$ cat config.mk
export PLATFORM = sky130hd
export DESIGN_NAME = layer_scheduler_flat
export DESIGN_NICKNAME = d
export VERILOG_FILES = /design/src/rtl/layer_scheduler_pkg.sv /design/src/rtl/layer_scheduler_if.sv /design/src/rtl/layer_cfg_regs.sv /design/src/rtl/layer_scheduler.sv /design/src/flat_wrapper.sv
export SDC_FILE = /design/constraint.sdc
export NUM_CORES = 1
export LEC_CHECK = 0
export ABC_AREA = 1
export CAP_MARGIN = 40
export CORE_AREA = 2 2 127 129
export CTS_CLUSTER_DIAMETER = 30
export DETAILED_ROUTE_END_ITERATION = 16
export DIE_AREA = 0 0 129 131
export GPL_ROUTABILITY_DRIVEN = 0
export PLACE_DENSITY = 0.81
export SLEW_MARGIN = 0
export SYNTH_ARGS = -nofsm -noshare
export SYNTH_HDL_FRONTEND = slang
export SYNTH_SLANG_ARGS = --single-unit
$ cat constraint.sdc
create_clock -name CLKEXT -period 5.47 [get_ports CLKEXT]
set_clock_uncertainty 0.2 [all_clocks]
set_input_delay 1.094 -clock CLKEXT [delete_from_list [all_inputs] [get_ports CLKEXT]]
set_output_delay 1.094 -clock CLKEXT [all_outputs]
set_load 0.05 [all_outputs]
$ cat src/rtl/layer_scheduler_pkg.sv
// Shared definitions for the layer scheduler slice.
// - Default values for the scheduler parameters.
// - 3-bit state encoding constants and the FSM state type built on them.
package layer_scheduler_pkg;

    localparam int DEF_NUM_LAYERS = 3;
    localparam int DEF_ADDR_W     = 16;
    localparam int DEF_WDOG_MAX   = 1023;

    localparam logic [2:0] ST_IDLE   = 3'd0;
    localparam logic [2:0] ST_CFG    = 3'd1;
    localparam logic [2:0] ST_SETTLE = 3'd2;
    localparam logic [2:0] ST_ISSUE  = 3'd3;
    localparam logic [2:0] ST_WAIT   = 3'd4;
    localparam logic [2:0] ST_ADV    = 3'd5;
    localparam logic [2:0] ST_FIN    = 3'd6;

    typedef enum logic [2:0] {
        S_IDLE   = ST_IDLE,
        S_CFG    = ST_CFG,
        S_SETTLE = ST_SETTLE,
        S_ISSUE  = ST_ISSUE,
        S_WAIT   = ST_WAIT,
        S_ADV    = ST_ADV,
        S_FIN    = ST_FIN
    } state_t;

endpackage

$ cat src/rtl/layer_scheduler_if.sv
// Host/config and neuron-controller signals of the layer scheduler.
// master : host + controller side (drives commands, config, neuron done)
// slave  : the scheduler (drives controller strobes, addresses, status)
interface layer_scheduler_if #(
    parameter int ADDR_W = layer_scheduler_pkg::DEF_ADDR_W
);
    // host / config
    logic              start;
    logic              abort;
    logic              cfg_we;
    logic [1:0]        cfg_idx;
    logic [15:0]       cfg_nin;
    logic [7:0]        cfg_nout;
    // from neuron controller
    logic              neur_done;
    // to neuron controller
    logic              en_fsm;
    logic              ctrl_rst;
    logic [7:0]        db;
    logic [7:0]        dd;
    logic [ADDR_W-1:0] w_base;
    logic [ADDR_W-1:0] b_addr;
    // status
    logic [1:0]        layer;
    logic [7:0]        neuron;
    logic              busy;
    logic              done;
    logic              err;

    modport master (
        output start, abort, cfg_we, cfg_idx, cfg_nin, cfg_nout, neur_done,
        input  en_fsm, ctrl_rst, db, dd, w_base, b_addr, layer, neuron,
               busy, done, err
    );

    modport slave (
        input  start, abort, cfg_we, cfg_idx, cfg_nin, cfg_nout, neur_done,
        output en_fsm, ctrl_rst, db, dd, w_base, b_addr, layer, neuron,
               busy, done, err
    );

endinterface

$ cat src/rtl/layer_cfg_regs.sv
// Per-layer configuration slots (inputs per neuron, neurons per layer).
// Ports:
//   clk, rst          clock, asynchronous active-high reset (slots -> 0)
//   we                write strobe, already gated by the caller
//   wr_idx/nin/nout   slot index and contents; indices past NUM_LAYERS drop
//   rd_idx            slot to read
//   rd_nin, rd_nout   combinational read of slot rd_idx
module layer_cfg_regs import layer_scheduler_pkg::*; #(
    parameter int NUM_LAYERS = DEF_NUM_LAYERS
) (
    input  logic        clk,
    input  logic        rst,
    input  logic        we,
    input  logic [1:0]  wr_idx,
    input  logic [15:0] wr_nin,
    input  logic [7:0]  wr_nout,
    input  logic [1:0]  rd_idx,
    output logic [15:0] rd_nin,
    output logic [7:0]  rd_nout
);

    logic [15:0] nin_reg  [NUM_LAYERS];
    logic [7:0]  nout_reg [NUM_LAYERS];

    // One register pair per slot; a write whose index matches no slot is
    // simply not captured anywhere.
    generate
        for (genvar gi = 0; gi < NUM_LAYERS; gi++) begin : g_slot
            always_ff @(posedge clk or posedge rst) begin
                if (rst) begin
                    nin_reg[gi]  <= '0;
                    nout_reg[gi] <= '0;
                end else if (we && (wr_idx == 2'(gi))) begin
                    nin_reg[gi]  <= wr_nin;
                    nout_reg[gi] <= wr_nout;
                end
            end
        end
    endgenerate

    always_comb begin
        rd_nin  = '0;
        rd_nout = '0;
        for (int i = 0; i < NUM_LAYERS; i++) begin
            if (rd_idx == 2'(i)) begin
                rd_nin  = nin_reg[i];
                rd_nout = nout_reg[i];
            end
        end
    end

endmodule

$ cat src/rtl/layer_scheduler.sv
// Layer scheduler: walks the neuron controller through every neuron of
// every configured layer, one neuron at a time.
// Ports:
//   CLKEXT  system clock
//   RST     asynchronous active-high reset
//   bus     layer_scheduler_if.slave: START/ABORT, config writes, NEUR_DONE
//           in; EN_FSM, CTRL_RST, DB/DD, W_BASE, B_ADDR, LAYER, NEURON,
//           BUSY, DONE, ERR out. Every output comes straight from a register.
module layer_scheduler import layer_scheduler_pkg::*; #(
    parameter int NUM_LAYERS = DEF_NUM_LAYERS,
    parameter int ADDR_W     = DEF_ADDR_W,
    parameter int WDOG_MAX   = DEF_WDOG_MAX
) (
    input logic         CLKEXT,
    input logic         RST,
    layer_scheduler_if.slave bus
);

    localparam int              WDOG_W     = $clog2(WDOG_MAX + 1);
    // Counter value in the last permitted WAIT cycle: it would reach
    // WDOG_MAX on the following edge.
    localparam logic [WDOG_W-1:0] WDOG_LAST  = WDOG_W'(WDOG_MAX - 1);
    localparam logic [1:0]        LAST_LAYER = 2'(NUM_LAYERS - 1);

    state_t              state_reg,    state_next;
    logic [1:0]          layer_reg,    layer_next;
    logic [7:0]          neuron_reg,   neuron_next;
    logic [ADDR_W-1:0]   w_base_reg,   w_base_next;
    logic [ADDR_W-1:0]   b_addr_reg,   b_addr_next;
    logic [7:0]          db_reg,       db_next;
    logic [7:0]          dd_reg,       dd_next;
    logic [WDOG_W-1:0]   wdog_reg,     wdog_next;
    logic                en_fsm_reg,   en_fsm_next;
    logic                ctrl_rst_reg, ctrl_rst_next;
    logic                busy_reg,     busy_next;
    logic                done_reg,     done_next;
    logic                err_reg,      err_next;

    logic                cfg_wr;
    logic [15:0]         cur_nin;
    logic [7:0]          cur_nout;
    logic [ADDR_W-1:0]   nin_ext;

    layer_cfg_regs #(
        .NUM_LAYERS (NUM_LAYERS)
    ) u_cfg (
        .clk     (CLKEXT),
        .rst     (RST),
        .we      (cfg_wr),
        .wr_idx  (bus.cfg_idx),
        .wr_nin  (bus.cfg_nin),
        .wr_nout (bus.cfg_nout),
        .rd_idx  (layer_reg),
        .rd_nin  (cur_nin),
        .rd_nout (cur_nout)
    );

    // Weight stride: zero-extend or truncate NIN to the address width.
    assign nin_ext = ADDR_W'(cur_nin);

    always_ff @(posedge CLKEXT or posedge RST) begin
        if (RST) begin
            state_reg    <= S_IDLE;
            layer_reg    <= '0;
            neuron_reg   <= '0;
            w_base_reg   <= '0;
            b_addr_reg   <= '0;
            db_reg       <= '0;
            dd_reg       <= '0;
            wdog_reg     <= '0;
            en_fsm_reg   <= 1'b0;
            ctrl_rst_reg <= 1'b0;
            busy_reg     <= 1'b0;
            done_reg     <= 1'b0;
            err_reg      <= 1'b0;
        end else begin
            state_reg    <= state_next;
            layer_reg    <= layer_next;
            neuron_reg   <= neuron_next;
            w_base_reg   <= w_base_next;
            b_addr_reg   <= b_addr_next;
            db_reg       <= db_next;
            dd_reg       <= dd_next;
            wdog_reg     <= wdog_next;
            en_fsm_reg   <= en_fsm_next;
            ctrl_rst_reg <= ctrl_rst_next;
            busy_reg     <= busy_next;
            done_reg     <= done_next;
            err_reg      <= err_next;
        end
    end

    // Strobe outputs are computed for the state being entered, so EN_FSM is
    // high exactly while in ISSUE and DONE exactly while in FIN. CTRL_RST
    // from CFG lands in SETTLE, together with the freshly loaded DB/DD.
    always_comb begin
        state_next    = state_reg;
        layer_next    = layer_reg;
        neuron_next   = neuron_reg;
        w_base_next   = w_base_reg;
        b_addr_next   = b_addr_reg;
        db_next       = db_reg;
        dd_next       = dd_reg;
        wdog_next     = wdog_reg;
        err_next      = err_reg;
        en_fsm_next   = 1'b0;
        ctrl_rst_next = 1'b0;
        done_next     = 1'b0;
        cfg_wr        = 1'b0;

        if ((state_reg != S_IDLE) && bus.abort) begin
            // Abort beats NEUR_DONE and the watchdog.
            state_next    = S_IDLE;
            ctrl_rst_next = 1'b1;
        end else begin
            case (state_reg)
                S_IDLE: begin
                    cfg_wr = bus.cfg_we;
                    if (bus.start) begin
                        err_next    = 1'b0;
                        layer_next  = '0;
                        neuron_next = '0;
                        w_base_next = '0;
                        b_addr_next = '0;
                        state_next  = S_CFG;
                    end
                end
                S_CFG: begin
                    db_next = cur_nin[15:8];
                    dd_next = cur_nin[7:0];
                    if ((cur_nin == 16'd0) || (cur_nout == 8'd0)) begin
                        err_next   = 1'b1;
                        state_next = S_IDLE;
                    end else begin
                        ctrl_rst_next = 1'b1;
                        state_next    = S_SETTLE;
                    end
                end
                S_SETTLE: begin
                    en_fsm_next = 1'b1;
                    state_next  = S_ISSUE;
                end
                S_ISSUE: begin
                    wdog_next  = '0;
                    state_next = S_WAIT;
                end
                S_WAIT: begin
                    wdog_next = wdog_reg + 1'b1;
                    if (bus.neur_done) begin
                        // Done wins even in the watchdog's last cycle.
                        state_next = S_ADV;
                    end else if (wdog_reg == WDOG_LAST) begin
                        err_next      = 1'b1;
                        ctrl_rst_next = 1'b1;
                        state_next    = S_IDLE;
                    end
                end
                S_ADV: begin
                    w_base_next = w_base_reg + nin_ext;
                    b_addr_next = b_addr_reg + 1'b1;
                    if (({1'b0, neuron_reg} + 9'd1) < {1'b0, cur_nout}) begin
                        neuron_next = neuron_reg + 8'd1;
                        en_fsm_next = 1'b1;
                        state_next  = S_ISSUE;
                    end else if (layer_reg != LAST_LAYER) begin
                        layer_next  = layer_reg + 2'd1;
                        neuron_next = '0;
                        state_next  = S_CFG;
                    end else begin
                        done_next  = 1'b1;
                        state_next = S_FIN;
                    end
                end
                S_FIN: begin
                    state_next = S_IDLE;
                end
                default: begin
                    state_next = S_IDLE;
                end
            endcase
        end

        busy_next = (state_next != S_IDLE);
    end

    assign bus.en_fsm   = en_fsm_reg;
    assign bus.ctrl_rst = ctrl_rst_reg;
    assign bus.db       = db_reg;
    assign bus.dd       = dd_reg;
    assign bus.w_base   = w_base_reg;
    assign bus.b_addr   = b_addr_reg;
    assign bus.layer    = layer_reg;
    assign bus.neuron   = neuron_reg;
    assign bus.busy     = busy_reg;
    assign bus.done     = done_reg;
    assign bus.err      = err_reg;

endmodule
$ cat src/flat_wrapper.sv
// flat-port wrapper written by rule: the top's interface ports become plain ports
module layer_scheduler_flat import layer_scheduler_pkg::*;
#(
    parameter int NUM_LAYERS = DEF_NUM_LAYERS,
    parameter int ADDR_W     = DEF_ADDR_W,
    parameter int WDOG_MAX   = DEF_WDOG_MAX
)
  (CLKEXT, RST, bus_start, bus_abort, bus_cfg_we, bus_cfg_idx, bus_cfg_nin, bus_cfg_nout, bus_neur_done, bus_en_fsm, bus_ctrl_rst, bus_db, bus_dd, bus_w_base, bus_b_addr, bus_layer, bus_neuron, bus_busy, bus_done, bus_err);
  layer_scheduler_if #(.ADDR_W(ADDR_W)) bus_i ();
  input logic CLKEXT;
  input logic RST;
  input wire logic [$bits(bus_i.start)-1:0] bus_start;
  input wire logic [$bits(bus_i.abort)-1:0] bus_abort;
  input wire logic [$bits(bus_i.cfg_we)-1:0] bus_cfg_we;
  input wire logic [$bits(bus_i.cfg_idx)-1:0] bus_cfg_idx;
  input wire logic [$bits(bus_i.cfg_nin)-1:0] bus_cfg_nin;
  input wire logic [$bits(bus_i.cfg_nout)-1:0] bus_cfg_nout;
  input wire logic [$bits(bus_i.neur_done)-1:0] bus_neur_done;
  output wire logic [$bits(bus_i.en_fsm)-1:0] bus_en_fsm;
  output wire logic [$bits(bus_i.ctrl_rst)-1:0] bus_ctrl_rst;
  output wire logic [$bits(bus_i.db)-1:0] bus_db;
  output wire logic [$bits(bus_i.dd)-1:0] bus_dd;
  output wire logic [$bits(bus_i.w_base)-1:0] bus_w_base;
  output wire logic [$bits(bus_i.b_addr)-1:0] bus_b_addr;
  output wire logic [$bits(bus_i.layer)-1:0] bus_layer;
  output wire logic [$bits(bus_i.neuron)-1:0] bus_neuron;
  output wire logic [$bits(bus_i.busy)-1:0] bus_busy;
  output wire logic [$bits(bus_i.done)-1:0] bus_done;
  output wire logic [$bits(bus_i.err)-1:0] bus_err;
  assign bus_i.start = bus_start;
  assign bus_i.abort = bus_abort;
  assign bus_i.cfg_we = bus_cfg_we;
  assign bus_i.cfg_idx = bus_cfg_idx;
  assign bus_i.cfg_nin = bus_cfg_nin;
  assign bus_i.cfg_nout = bus_cfg_nout;
  assign bus_i.neur_done = bus_neur_done;
  assign bus_en_fsm = bus_i.en_fsm;
  assign bus_ctrl_rst = bus_i.ctrl_rst;
  assign bus_db = bus_i.db;
  assign bus_dd = bus_i.dd;
  assign bus_w_base = bus_i.w_base;
  assign bus_b_addr = bus_i.b_addr;
  assign bus_layer = bus_i.layer;
  assign bus_neuron = bus_i.neuron;
  assign bus_busy = bus_i.busy;
  assign bus_done = bus_i.done;
  assign bus_err = bus_i.err;
  layer_scheduler #(.NUM_LAYERS(NUM_LAYERS), .ADDR_W(ADDR_W), .WDOG_MAX(WDOG_MAX)) u_core (.CLKEXT(CLKEXT), .RST(RST), .bus(bus_i));
endmodule
After elaboration in Yosys (flattened, before gate mapping)
Index checks and enable logic that the tools add are counted. Widths: inputs -> output; s select.

Logic and storage cells: 111. Bits of input ports: 32. Bits in latches: 0. Bits in registers: 148. Bits in writable memories: 0. Memory bits (read-only): 0. Memories kept: 0. Output and inout bits: 63.

Magnitude comparators: 1. Reduce and logical (&&, ||, !) cells: 21. Shifts and indexed selects: 0. Mux-type cells: 45. Equal/unequal tests: 18. Bitwise gates (word level): 1. Add/subtract/negate cells: 6. Div/mod/pow operators: 0. Multiply operators: 0.

Operators by type and width (number): $mux 16 (4); $pmux 16 s2 (2); $mux 8 (6); $pmux 10 s2 (1); $mux 3 (6); $pmux 3 s6 (1); $add 16x1->16 const B (1); $add 16x16->16 (1); $logic_not 16->1 (1); $mux 1 (16); $pmux 8 s2 (1); $add 10x1->10 const B (1); $eq 10x10->1 const B (1); $add 8x1->9 const B (1); $lt 9x8->1 (1); $reduce_bool 3->1 (3); $add 8x1->8 const B (1); $logic_not 8->1 (1); $mux 2 (4); $ne 2x2->1 const B (4); $eq 3x2->1 const B (2); $eq 3x3->1 const B (2); $ne 2x1->1 const B (3); $reduce_and 6->1 (1); other kinds (18) (27).

Logic depth before layout (Yosys ltp)
Depth after elaboration: 10. Gate-level depth with buffers: 20. Mapped depth without buffers: 19.

By module
From an unflattened synthesis, not the netlist that was laid out.

Cells, all modules: 1037. Area total of the unflattened synthesis: 8117.8 um^2.

By module, submodules not included: layer_scheduler (times used 1, cells each 605, area each 4654.5 um^2, seq. area each 1901.8 um^2); layer_cfg_regs (times used 1, cells each 432, area each 3463.3 um^2, seq. area each 1801.7 um^2).

Worst setup path before layout
No wires, ideal clock.

Kind: register -> register. From: register u_core.layer_reg[1], in the netlist u_core.bus.layer[1]. To: register u_core.w_base_reg[13], in the netlist u_core.bus.w_base[13]. Stages on the path, launching flop included: 19. Buffers on the path: 2. Path slack: 2.356 ns. Data arrival time: 2.787 ns. Cells stage by stage: dfrtp_1 -> inv_1 -> ha_1 -> buf_2 -> nor2_4 -> buf_4 -> nand2_1 -> a21oi_1 -> ha_1 -> nand3_1 -> nand3_1 -> nand2_1 -> nand3_1 -> nand2_1 -> nand2_1 -> nand2_1 -> nand3_1 -> nand2_1 -> o21ai_0.

Word-level cells in the longest chain between the ends: 6. Elaborated cells between the ends (all ways): 8. Those cells by class: add/sub (1); eq/ne (2); mux (4); reduce/logical (1).

Ends and longest elaborated chain: start: declaration (RTL line layer_scheduler.sv:26) `logic [1:0] layer_reg, layer_next;`; start signal: assignment (RTL line layer_scheduler.sv:78) `layer_reg <= layer_next;`; $logic_not 2->1 (RTL line layer_cfg_regs.sv:45) `if (rd_idx == 2'(i)) begin`; $mux 16 (2 in series) (RTL line layer_cfg_regs.sv:45); $mux 16 * (RTL line layer_cfg_regs.sv:45); via u_core.cur_nin[1] (RTL line layer_scheduler.sv:40) `logic [15:0] cur_nin;`; $add 16x16->16 * (RTL line layer_scheduler.sv:159) `w_base_next = w_base_reg + nin_ext;`; $pmux 16 s2 * (RTL line layer_scheduler.sv:116) `case (state_reg)`; end signal: assignment (RTL line layer_scheduler.sv:80) `w_base_reg <= w_base_next;`; end: declaration (RTL line layer_scheduler.sv:28) `logic [ADDR_W-1:0] w_base_reg, w_base_next;`.

The timed path passes the listed nets; every way through them passes the cells marked *. A chain may end at the register's enable or synchronous reset.

Worst setup path in the final report
Ends and elaborated chain as after synthesis.

==> key figures <==
Clocking
  • TritonCTS clock tree: yes
  • Clock slew at reported path FFs: ~60 ps
  • H-tree depth: 4
  • Clk buf depth: 2
  • Hold_buf cts: 0
  • Sink Count: 148
  • Root Buffer: clkbuf_16
  • Cts bufs inserted: 17
  • Worst-Skew Late Latency: between 400 and 500 ps
  • Post-CTS Setup Inserts: 0
  • Post-cts repair resize count: 0

Logic synthesis
  • Register area share after synthesis: 0.479
  • Synth Instances: between 800 and 900
  • Synthesized flop and latch total: 148
  • Post-synth top cells: nand2_1 (187), dfrtp_1 (148), inv_1 (78), a21oi_1 (77), nor2_1 (71)
  • Post-synth ARST share: 1.00
  • Yosys top cell area share: 0.479
  • Most frequent cell after synthesis: nand2_1
  • Synth cell types: between 40 and 50
  • Most used DFF post-synth: dfrtp_1
  • Area leader, netlist: dfrtp_1
  • Mapped Area: slightly below 8000 sq um
  • Mean Syn Cell Area: around 9.0 sq um
  • Yosys warns: 0
  • Largest cells by area after synthesis: dfrtp_1 (48%), mux2_2 (9.5%), nand2_1 (9.1%)
  • Number of enable flip-flop cells after synthesis: 0
  • Syn Nets: 922

Worst setup path
  • CP most frequent cell: nand2_1
  • Setup crit end kind: flop
  • CP max FO: 18
  • Max incr delay on CP: around 400 ps
  • Buf/Inv on CP: 3
  • CP max-delay cell: a21oi_1
  • Worst-path cell chain: inv_1 > ha_1 > buf_8 > nor2_4 > nand2_1 > a21oi_1 > ha_1 > a21o_1 > inv_1 > nand3_1 > nand2_1 > nand2_1 > nand2_1 > nand3_1 > nand2_1 > o21ai_0
  • WP data required: roughly 5600 ps
  • Startpoint types: flop
  • Crit Path Class: reg2reg
  • Top delay family on crit path: simple AND/OR/NAND/NOR gates
  • Crit path arrival time: 3590 ps

Pwr
  • Comb pwr share: 0.403
  • Internal power: roughly 2.9 mW
  • Clock share of power: 0.240
  • Worst IR drop on VDD: approximately 0.00051 V
  • Switching share of power: 0.411
  • Leakage: 4.45 nW
  • Pwr Total: about 4.8 mW
  • Net Sw Power: 1.99 mW
  • Flop pwr share: 0.358
  • PwrDens: 510 nW/um^2

Floorplanning
  • Die Ht: around 130 um
  • Placeable Area: roughly 16,000 sq um
  • # IOs: 95
  • Die X-Extent: between 100 and 150 um
  • Die area: roughly 17,000 sq um
  • Num rows: 46
  • Initial Utilization: 0.496

Route
  • DR pass1 iterations: 5
  • DRC violations left: 0
  • Via count: 6,362
  • Final WL: about 19,000 um
  • Mean number of vias per cell: 5.36
  • Initial DRC Count: ~470
  • WL/cell: between 15 and 20 um
  • DRT antenna net count: 0

Timing
  • WHS: slightly below 300 ps
  • Final setup violation count: 0
  • Fin crit share: 0.636
  • Tightest Pin Transition: roughly 770 ps
  • RSZ-0062 raised after global routing: false
  • Hold Vio Cnt, Final: 0
  • Setup TNS Final: 0 ps
  • Final Slew Violations: 0
  • Worst slew margin: 0.484
  • Minimum clock period: around 3500 ps
  • Fmax: 288 MHz

Status
  • Outcome: finished clean

GRT
  • Antenna violations before repair: 0
  • Vias in the first global route: roughly 6,200
  • GRT Total Usage: 0.232
  • GRT overflow: 0
  • Global-route wire length before repair: 30,600 um
  • Largest net degree at the start of global routing: 87

Final layout
  • Post-route non-filler standard cell count: 1,187
  • Max reg flops: 48
  • Layout cells sized above 1: 0.135
  • Antenna fix cells: 0
  • Nets: between 1,000 and 1,500
  • Layout area overhead: 22.8%

Flow run
  • Maxcap violations: 0

Placed design
  • PortBufs: between 90 and 100
  • Post-Place Cells: between 1,000 and 1,500
  • Post-DP HPWL: about 13,000 um

Worst hold path
  • HP Class: reg2reg
## layer usage
| layer | part of all wire | GRT usage |
|---|---|---|
| met1 | 0.44 | 0.305 |
| met3 | 0.050 | 0.0444 |
| met2 | 0.48 | 0.387 |
| met5 | 0 | 0 |
| met4 | 0.023 | 0.0850 |
## cell type report
cell class                 instances  area (sq um)
multi-input combinational        606          3610
timing repair buffer             102          1020
tap                              216           270
inverter                          83           317
fill                            1283          6090
clock inverter                    15           161
clock buffer                      17           425
sequential                       148          3700
## cells by family after synthesis
group                      count (synthesis)  synth area share
AOI/OAI and AO/OA                        154             0.107
xor gates and xnor gates                  12            0.0136
adders and majority gates                 30            0.0495
buffers and inverters                    106            0.0556
DFF                                      148             0.479
muxes                                     75             0.109
and+or+nand+nor                          335             0.187
## per-stage QoR
step | setup WS, ps | instance area, sq um | utilization
after floorplan | 196 | 7740 | -
after global placement | 1880 | 8890 | 0.570
after detailed placement | 1830 | 8920 | 0.572
after CTS | 2040 | 9510 | 0.609
after global routing | 1720 | 9510 | 0.609
final | 1990 | 9510 | 0.609
## power by group through the flow
| stage | registers (mW) | clock network [mW] | logic, mW |
|---|---|---|---|
| 2_1_floorplan | 1.97 | 0 | 1.12 |
| 3_3_place_gp | 1.73 | 0 | 1.87 |
| 3_5_place_dp | 1.74 | 0 | 1.93 |
| 4_1_cts | 1.73 | 1.17 | 1.95 |
| 5_1_grt | 1.77 | 1.22 | 2.14 |
| 6_report | 1.73 | 1.16 | 1.95 |
## cells in the final DEF (no fill, tap or decap), types with 4 or more instances in the layout
master             n
a21oi_1           77
buf_4              6
clkbuf_16         17
clkdlybuf4s50_1   94
dfrtp_1          148
ha_1              29
inv_1             77
inv_2              4
inv_6              6
mux2_1             9
mux2_2            65
nand2_1          187
nand2_2            6
nand3_1           37
nand4_1            6
nor2_1            70
nor2_2             4
nor3_1            12
o21ai_0           54
o21bai_1           5
xor2_1            10
## final timing paths
kind | endpoint | cells past startpoint | startpoint | slack (ps)
min reg2reg | u_core.u_cfg.nout_reg[16] | 1 | u_core.u_cfg.nout_reg[16] | 290
max reg2reg | u_core.bus.w_base[13] | 16 | u_core.bus.layer[1] | 1990
max | u_core.bus.w_base[13] | 16 | u_core.bus.layer[1] | 1990
max in group asynchronous | u_core.bus.dd[6] | 3 | RST | 3160
min | u_core.u_cfg.nout_reg[16] | 1 | u_core.u_cfg.nout_reg[16] | 290
min in group asynchronous | u_core.bus.err | 2 | RST | 980
## worst reg2reg max path, cell delays in order, from the launching register on
cell     delay [ps]
dfrtp_1         390
inv_1            80
ha_1            320
buf_8           220
nor2_4          360
nand2_1         100
a21oi_1         400
ha_1            370
a21o_1          200
inv_1            50
nand3_1         170
nand2_1         130
nand2_1          80
nand2_1         100
nand3_1          70
nand2_1          60
o21ai_0          70
No activity file was read; power rests on OpenSTA's default activity.
